<file path="src/rtl/sdu_uart_tx.sv">
// rtl/sdu_uart_tx.sv - SDU debug link UART transmitter with byte FIFO
// Build option: SDU_UART_TX_PARITY_EN adds an even parity bit (8E1); default frame is 8N1.
module sdu_uart_tx #(
  parameter int CLK_FREQ   = 100_000_000,
  parameter int BAUD       = 115200,
  parameter int FIFO_DEPTH = 16
) (
  input  logic                        clk,
  input  logic                        rst,
  input  logic [7:0]                  din,
  input  logic                        din_vld,
  output logic                        din_rdy,
  output logic                        txd,
  output logic                        busy,
  output logic [$clog2(FIFO_DEPTH):0] fifo_cnt
);

  localparam int DIV = (CLK_FREQ + BAUD / 2) / BAUD;
  localparam int BW  = $clog2(DIV);
  localparam int AW  = $clog2(FIFO_DEPTH);
  localparam int CW  = AW + 1;

  typedef enum logic [2:0] {
    ST_IDLE,
    ST_START,
    ST_DATA,
`ifdef SDU_UART_TX_PARITY_EN
    ST_PARITY,
`endif
    ST_STOP
  } state_t;

  // byte FIFO
  logic [7:0]    mem [FIFO_DEPTH];
  logic [AW-1:0] wr_ptr;
  logic [AW-1:0] rd_ptr;
  logic [CW-1:0] cnt;
  logic          push;
  logic          pop;
  logic          empty;

  // transmit engine
  state_t        state;
  state_t        state_next;
  logic [BW-1:0] baud_cnt;
  logic          baud_done;
  logic          baud_clr;
  logic [2:0]    bit_cnt;
  logic [7:0]    shift;
  logic          shift_en;
  logic          txd_next;
  logic          line_act;
`ifdef SDU_UART_TX_PARITY_EN
  logic          par_bit;
`endif

  // Ready comes from the registered count only, so a full FIFO refuses a push even while popping.
  assign din_rdy   = (cnt < CW'(FIFO_DEPTH));
  assign empty     = (cnt == '0);
  assign push      = din_vld && din_rdy;
  assign fifo_cnt  = cnt;
  assign baud_done = (baud_cnt == BW'(DIV - 1));

  // line_act lags the FSM by one cycle like txd, so busy covers the full last stop bit on the pin
  assign busy = line_act || (state != ST_IDLE) || !empty;

  // FIFO storage write; contents need no reset since pointers define validity
  always_ff @(posedge clk) begin
    if (!rst && push) begin
      mem[wr_ptr] <= din;
    end
  end

  // FIFO pointers and occupancy count
  always_ff @(posedge clk) begin
    if (rst) begin
      wr_ptr <= '0;
      rd_ptr <= '0;
      cnt    <= '0;
    end else begin
      if (push) begin
        wr_ptr <= wr_ptr + 1'b1;
      end
      if (pop) begin
        rd_ptr <= rd_ptr + 1'b1;
      end
      case ({push, pop})
        2'b10:   cnt <= cnt + 1'b1;
        2'b01:   cnt <= cnt - 1'b1;
        default: cnt <= cnt;
      endcase
    end
  end

  // FSM state register
  always_ff @(posedge clk) begin
    if (rst) begin
      state <= ST_IDLE;
    end else begin
      state <= state_next;
    end
  end

  // Next-state, pop request and line level for the current frame position
  always_comb begin
    state_next = state;
    pop        = 1'b0;
    baud_clr   = 1'b0;
    shift_en   = 1'b0;
    txd_next   = 1'b1;
    case (state)
      ST_IDLE: begin
        txd_next = 1'b1;
        baud_clr = 1'b1;
        if (!empty) begin
          pop        = 1'b1;
          state_next = ST_START;
        end
      end
      ST_START: begin
        txd_next = 1'b0;
        if (baud_done) begin
          baud_clr   = 1'b1;
          state_next = ST_DATA;
        end
      end
      ST_DATA: begin
        txd_next = shift[0];
        if (baud_done) begin
          baud_clr = 1'b1;
          shift_en = 1'b1;
          if (bit_cnt == 3'd7) begin
`ifdef SDU_UART_TX_PARITY_EN
            state_next = ST_PARITY;
`else
            state_next = ST_STOP;
`endif
          end
        end
      end
`ifdef SDU_UART_TX_PARITY_EN
      ST_PARITY: begin
        txd_next = par_bit;
        if (baud_done) begin
          baud_clr   = 1'b1;
          state_next = ST_STOP;
        end
      end
`endif
      ST_STOP: begin
        txd_next = 1'b1;
        if (baud_done) begin
          baud_clr = 1'b1;
          if (!empty) begin
            pop        = 1'b1;
            state_next = ST_START;
          end else begin
            state_next = ST_IDLE;
          end
        end
      end
      default: begin
        state_next = ST_IDLE;
      end
    endcase
  end

  // Bit timing, shift register and registered pin drive
  always_ff @(posedge clk) begin
    if (rst) begin
      baud_cnt <= '0;
      bit_cnt  <= '0;
      shift    <= '0;
      txd      <= 1'b1;
      line_act <= 1'b0;
    end else begin
      txd      <= txd_next;
      line_act <= (state != ST_IDLE);
      if (baud_clr) begin
        baud_cnt <= '0;
      end else begin
        baud_cnt <= baud_cnt + 1'b1;
      end
      if (pop) begin
        shift   <= mem[rd_ptr];
        bit_cnt <= '0;
      end else if (shift_en) begin
        shift   <= {1'b0, shift[7:1]};
        bit_cnt <= bit_cnt + 1'b1;
      end
    end
  end

`ifdef SDU_UART_TX_PARITY_EN
  // Even parity captured from the byte as it is popped, before shifting destroys it
  always_ff @(posedge clk) begin
    if (rst) begin
      par_bit <= 1'b0;
    end else if (pop) begin
      par_bit <= ^mem[rd_ptr];
    end
  end
`endif

endmodule
</file>
<file path="config.mk">
export PLATFORM = sky130hd
export DESIGN_NAME = sdu_uart_tx
export DESIGN_NICKNAME = d
export VERILOG_FILES = /design/src/rtl/sdu_uart_tx.sv
export SDC_FILE = /design/constraint.sdc
export NUM_CORES = 1
export LEC_CHECK = 0
export ABC_AREA = 1
export CORE_MARGIN = 3
export CORE_UTILIZATION = 40
export DETAILED_ROUTE_END_ITERATION = 8
export SLEW_MARGIN = 20
export SYNTH_ARGS = -nofsm -noshare
export SYNTH_HDL_FRONTEND = slang
export SYNTH_SLANG_ARGS = --single-unit
</file>
<file path="constraint.sdc">
create_clock -name clk -period 2.69 [get_ports clk]
set_input_delay 0.807 -clock clk [delete_from_list [all_inputs] [get_ports clk]]
set_output_delay 0.807 -clock clk [all_outputs]
set_load 0.01 [all_outputs]
</file>
; Yosys cells after proc, flatten, opt, wreduce, memory -nomap -nowiden
; Memories as Yosys holds them, arrays and structs flattened. A register that Yosys moved wholly into a read port is not among the register bits.
; Index checks and enable logic that the tools add are counted.
; Widths: inputs -> output; s select.
[totals]
wordCells = 65
regBits = 39
mem_bits_rw = 128
memories = 1
inputBits = 11
out_inout_bits = 8
[mem_list]
columns = name, words, width, rd, rd_clocked_by_memory_dff, write_ports, line_no
row1 = mem, 16, 8, 1, 1, 1, 34  ; logic [7:0] mem [FIFO_DEPTH];
[op_classes]
n_mux = 21
add_sub_neg = 6
n_lt_le_gt_ge = 1
n_reduce_logical = 15
eq_ne = 12
[op_table]
columns = operator, n
row1 = $mux 8, 2
row2 = $mux 3, 5
row3 = $pmux 3 s4, 1
row4 = $add 10x1->10 const B, 1
row5 = $eq 10x10->1 const B, 1
row6 = $ne 2x2->1 const B, 5
row7 = $pmux 5 s2, 1
row8 = $add 4x1->4 const B, 2
row9 = $mux 4, 2
row10 = $mux 1, 7
row11 = $eq 3x2->1 const B, 2
row12 = $pmux 1 s2, 3
row13 = $add 5x1->5 const B, 1
row14 = $logic_not 5->1, 1
row15 = $lt 5x5->1 const B, 1
row16 = $reduce_and 5->1, 1
row17 = $sub 5x1->5 const B, 1
row18 = $reduce_bool 2->1, 2
row19 = $reduce_or 2->1, 2
row20 = $add 3x1->3 const B, 1
row21 = $eq 3x1->1 const B, 1
row22 = $eq 3x3->1 const B, 1
row23 = $logic_not 3->1, 1
row24 = $reduce_bool 3->1, 1
row25 = 6 further kinds, 9

; Longest topological paths before layout
; Gate-level depths: netlist of run 1.
[logic_depth]
word_depth = 6
mapped_depth = 22
mapped_depth_nobuf = 20

; Least setup slack after synthesis of run 1
; Ideal clock, no wire load.
[synth_path]
path_kind = flip-flop to flip-flop
startpoint = register baud_cnt[0]
endpoint = register cnt[4] (netlist: fifo_cnt[4])
period_less_slack_ps = 2445
stages_incl_launch_ff = 22
setup_ps = 130
t_arrival_ps = 2315
slack_ps = 245
t_required_ps = 2560
cell_sequence = dfxtp_1 ha_1 nand3_2 nor2_4 nand2_2 nand2_4 nand2_4 inv_2 buf_4 ha_1 clkbuf_1 xnor2_1 inv_1 ha_1 inv_1 nand2_2 nand2_1 nand2_1 nand2_1 nand2_1 nand2_1 a21oi_2
[synth_between]
elab_chain_cells = 5
elab_cells_between_ends = 7
cone_classes = eq/ne: 3 / mux: 3 / reduce/logical: 1
[synth_rtl]
columns = item, line_no
row1 = from (decl), 45  ; logic [BW-1:0] baud_cnt;
row2 = from (signal assigned), 182  ; baud_cnt <= baud_cnt + 1'b1;
row3 = $eq 10x10->1 (*), 62  ; assign baud_done = (baud_cnt == BW'(DIV - 1));
row4 = $mux 1 (*), 152  ; if (baud_done) begin
row5 = $pmux 1 s2 (*), 111  ; case (state)
row6 = named net pop, 39  ; logic pop;
row7 = $eq 2x1->1 / $eq 2x2->1 (equally long branches), 87  ; case ({push, pop})
row8 = $pmux 5 s2 / $reduce_bool 2->1 (equally long branches), n/a
row9 = to (signal assigned), 88  ; 2'b10: cnt <= cnt + 1'b1;
row10 = to (signal assigned), 89  ; 2'b01: cnt <= cnt - 1'b1;
row11 = to (signal assigned), 90  ; default: cnt <= cnt;
row12 = to (decl), 37  ; logic [CW-1:0] cnt;
; Mark *: on every way through the listed nets, which the timed path passes. The rest lies on a longest branch.
; A chain may end at the register's enable or synchronous reset.

; Worst setup path after layout of run 1
[layout_path]
startpoint = register baud_cnt[0]
endpoint = register cnt[4] (netlist: fifo_cnt[4])
[layout_between]
elab_chain_cells = 5
elab_cells_between_ends = 7
cone_classes = eq/ne: 3 / mux: 3 / reduce/logical: 1
[layout_rtl]
columns = item, line_no
row1 = $eq 10x10->1 (*), 62
row2 = $mux 1 (*), 152
row3 = $pmux 1 s2 (*), 111
row4 = $eq 2x1->1 / $eq 2x2->1 (equally long branches), 87
row5 = $pmux 5 s2 / $reduce_bool 2->1 (equally long branches), n/a
; Mark *: on every way between the ends. The rest lies on a longest branch, timed or not.

==> results_dict.tcl, run 1 <==
set metrics [dict create \
    power.density_nw_per_um2 909 \
    firstDrtPassIters 5 \
    crit_type "reg2reg" \
    switching_power_w 0.00242 \
    start_util_pct 40.9 \
    io_buffers 18 \
    area_growth_pct 16.3 \
    cp_num_cells 19 \
    max_stage_delay_ps 350 \
    pwr-share-clk_pct 31.4 \
    finalWeightedCongestion 0.784 \
    dp_hpwl_mm 10.3 \
    final_cells 916 \
    final_nets 704 \
    synth_area_leader_cell "edfxtp_1" \
    drtIter0Drc 384 \
    antenna_found_initial 0 \
    dpl.cell_count 884 \
    status "finished, final reports clean" \
    holdPathStages 1 \
    maxCapViolations 0 \
    vias 4849 \
    skew_ps 14.2 \
    drive_gt1_share_pct 12.4 \
    num_antenna_cells 0 \
    hp-class "reg2reg" \
    path_common_cell "nand2_1" \
    switching_share_pct 32.2 \
    fp.dieH_um 139 \
    rsz0062_at_grt "no" \
    finalCritPeriodShare_pct 90.8 \
    finalHoldViolCount 0 \
    crit_buf_inv 3 \
    cts_tree "built" \
    clkSlewWorstSetupHoldPaths_ps 60 \
    drc 0 \
    peakVddDrop_v 0.000715 \
    synth-warning-count 0 \
    p_leak_nw 2.94 \
    grt_overflow_total 0 \
    critPathTopFamily "simple AND/OR/NAND/NOR gates" \
    final.setup.tns_ps 0 \
    rows 48 \
    seq_power_share_pct 41.8 \
    cts_buffers 17 \
    antenna_left 0 \
    synthArstFlopShare_pct 0 \
    maxSlewViolCount 0 \
    grt_pass1_wl_mm 25.7 \
    r2r.worst_path.cells 19 \
    post-cts-setup-buffers 0 \
    syn_avg_cell_area_um2 11.0 \
    routed_via_density 5.29 \
    ys_types 40 \
    wl_mm 16.1 \
    utilization_pct 47.6 \
    p_int_w 0.00508 \
    cp.required_ps 3010 \
    critPathLaunchType "flip-flop" \
    worstPathArrival_ps 2760 \
    grt_max_degree 65 \
    grt_pass1_vias 4972 \
    cts-root-buf "clkbuf_16" \
    die_x_um 139 \
    crit_chain "ha_1 -> nand3_2 -> nor2_4 -> nand2_2 -> nand2_4 -> nand2_4 -> inv_2 -> ha_1 -> xnor2_1 -> inv_1 -> ha_1 -> inv_1 -> nand2_2 -> nand2_1 -> nand2_1 -> nand2_1 -> nand2_1 -> nand2_1 -> a21oi_2" \
    cpMaxStageDelayCell "dfxtp_1" \
    synth_top_area_share_pct 54.3 \
    crit_path_max_fanout 14 \
    yosys-top-cells-count "edfxtp_1, nor2_1, nand2_1" \
    combPwrFrac_pct 26.8 \
    syn_inst 641 \
    nFillCells 1567 \
    track_usage_pct 17.0 \
    synth_edf_count 128 \
    synth_area_um2 7080 \
    synth_most_common_cell "edfxtp_1" \
    insertion_delay_ps 430 \
    ys_ff_latch 170 \
    setup_viol 0 \
    ys_seq_area_share_pct 66.1 \
    end_kind "flip-flop" \
    relSlewSlack_pct 49.3 \
    synthFlopType "edfxtp_1" \
    clock.fmax_ghz 0.410 \
    worst_pin_slew_ps 758 \
    multi_input_area_um2 2130 \
    cts_sinks 170 \
    period_needed_ps 2440 \
    regArea_um2 4690 \
    die_area_um2 19300 \
    syn_nets 667 \
    wl_per_cell_um 17.5 \
    num_io_pins 19 \
    cts-htree-levels 4 \
    synth.area.top_cells "edfxtp_1, dfxtp_1, nor2_1" \
    core_um2 17300 \
    ctsLongestPathBuffers 2 \
]
-- through the flow --
step | hold slack, ps | worst slack (ps) | power, W | area (um2)
after floorplan | 418 | 245 | 0.00453 | 7080
after global placement | 430 | 175 | 0.00512 | 7650
after detailed placement | 445 | 71.8 | 0.00518 | 7650
after CTS | 456 | 0.686 | 0.00752 | 8220
after global routing | 476 | 65.7 | 0.00792 | 8240
final | 455 | 248 | 0.00749 | 8240
-- cell families (layout without fill, tap and decap cells) --
kind of cell | count (synthesis) | count (layout) | synth area share (%)
xor gates and xnor gates | 9 | 9 | 1.11
AOI/OAI and AO/OA | 143 | 143 | 11.8
buffers and inverters | 71 | 121 | 4.01
DFF | 170 | 170 | 66.1
and+or+nand+nor | 233 | 233 | 14.2
adders and majority gates | 15 | 15 | 2.65
-- registers in the layout, summed over array words and instances (netlist names), named ones only --
| signal | flops |
|---|---|
| line_act | 1 |
| fifo_cnt | 5 |
| wr_ptr | 4 |
| baud_cnt | 10 |
| shift | 8 |
| rd_ptr | 4 |
| bit_cnt | 3 |
| mem | 128 |
| txd | 1 |
| state | 2 |
-- final cells by class --
cell class | count | area share (%)
Clock buffer | 23 | 6.33
Clock inverter | 9 | 0.653
Inverter | 42 | 1.91
Multi-Input combinational cell | 400 | 25.8
Sequential cell | 170 | 56.9
Tap cell | 225 | 3.42
Timing Repair Buffer | 47 | 5.01
-- worst register-to-register path, stage by stage (launching register included) --
cell	delay, ps
dfxtp_1	350
ha_1	260
nand3_2	120
nor2_4	160
nand2_2	80
nand2_4	80
nand2_4	120
inv_2	90
ha_1	180
xnor2_1	160
inv_1	70
ha_1	170
inv_1	60
nand2_2	70
nand2_1	90
nand2_1	60
nand2_1	60
nand2_1	40
nand2_1	60
a21oi_2	50
-- path summary, 6_finish.rpt --
check	start	to	slack (ps)
max reg2reg	baud_cnt[0]	fifo_cnt[4]	250
min	baud_cnt[0]	baud_cnt[0]	460
min reg2reg	baud_cnt[0]	baud_cnt[0]	460
max	baud_cnt[0]	fifo_cnt[4]	250
-- cell usage in the layout, fill, tap and decap left out, types with 2 or more instances in the layout --
| master | instances |
|---|---|
| edfxtp_1 | 128 |
| nor2_1 | 102 |
| nand2_1 | 73 |
| o21ai_0 | 71 |
| dfxtp_1 | 41 |
| inv_1 | 37 |
| nand3_1 | 34 |
| buf_4 | 28 |
| a21oi_1 | 24 |
| clkbuf_16 | 20 |
| o221ai_1 | 18 |
| clkdlybuf4s50_1 | 17 |
| ha_1 | 14 |
| o22ai_1 | 10 |
| xor2_1 | 7 |
| inv_2 | 6 |
| a31oi_1 | 6 |
| inv_4 | 5 |
| o21ai_1 | 4 |
| nand2_2 | 3 |
| or2_2 | 3 |
| nor2_2 | 2 |
| nand3_2 | 2 |
| nor2_4 | 2 |
| nand2_4 | 2 |
| xnor2_1 | 2 |
| o21ai_2 | 2 |
| nor3b_1 | 2 |
| nor3_1 | 2 |
| and3_1 | 2 |
| a22oi_1 | 2 |
| clkbuf_1 | 2 |
| clkinv_2 | 2 |
-- power groups by stage --
stage | logic, W | clock network, W | registers (W)
6_report | 0.00201 | 0.00235 | 0.00313
5_1_grt | 0.00226 | 0.00250 | 0.00315
4_1_cts | 0.00201 | 0.00239 | 0.00313
3_5_place_dp | 0.00200 | 0 | 0.00318
3_3_place_gp | 0.00195 | 0 | 0.00317
2_1_floorplan | 0.00136 | 0 | 0.00317
-- timing repair --
item | 4_1_cts | 5_1_grt
endpoints found under the setup margin | 0 | 1
gates resized for setup | 0 | 7
hold buffers | 0 | 0
-- metal layers --
| metal | global-route usage (%) | vias to the layer above | share of wire [%] |
|---|---|---|---|
| li1 | - | 2349 | - |
| met2 | 29.2 | 121 | 49 |
| met5 | 0 | - | 0 |
| met4 | 4.69 | 0 | 1.4 |
| met1 | 22.0 | 2360 | 44 |
| met3 | 3.72 | 19 | 5.2 |
No activity file was read; power rests on OpenSTA's default activity.
==> inputs of run 2 (changes only) <==
--- a/config.mk
+++ b/config.mk
@@ -8,6 +8,7 @@
 export ABC_AREA = 1
 export CORE_MARGIN = 3
 export CORE_UTILIZATION = 40
+export CTS_CLUSTER_DIAMETER = 200
 export DETAILED_ROUTE_END_ITERATION = 8
 export SLEW_MARGIN = 20
 export SYNTH_ARGS = -nofsm -noshare
==> results of run 2 <==
The final DEF is identical to that of run 1; final timing and power are the same.
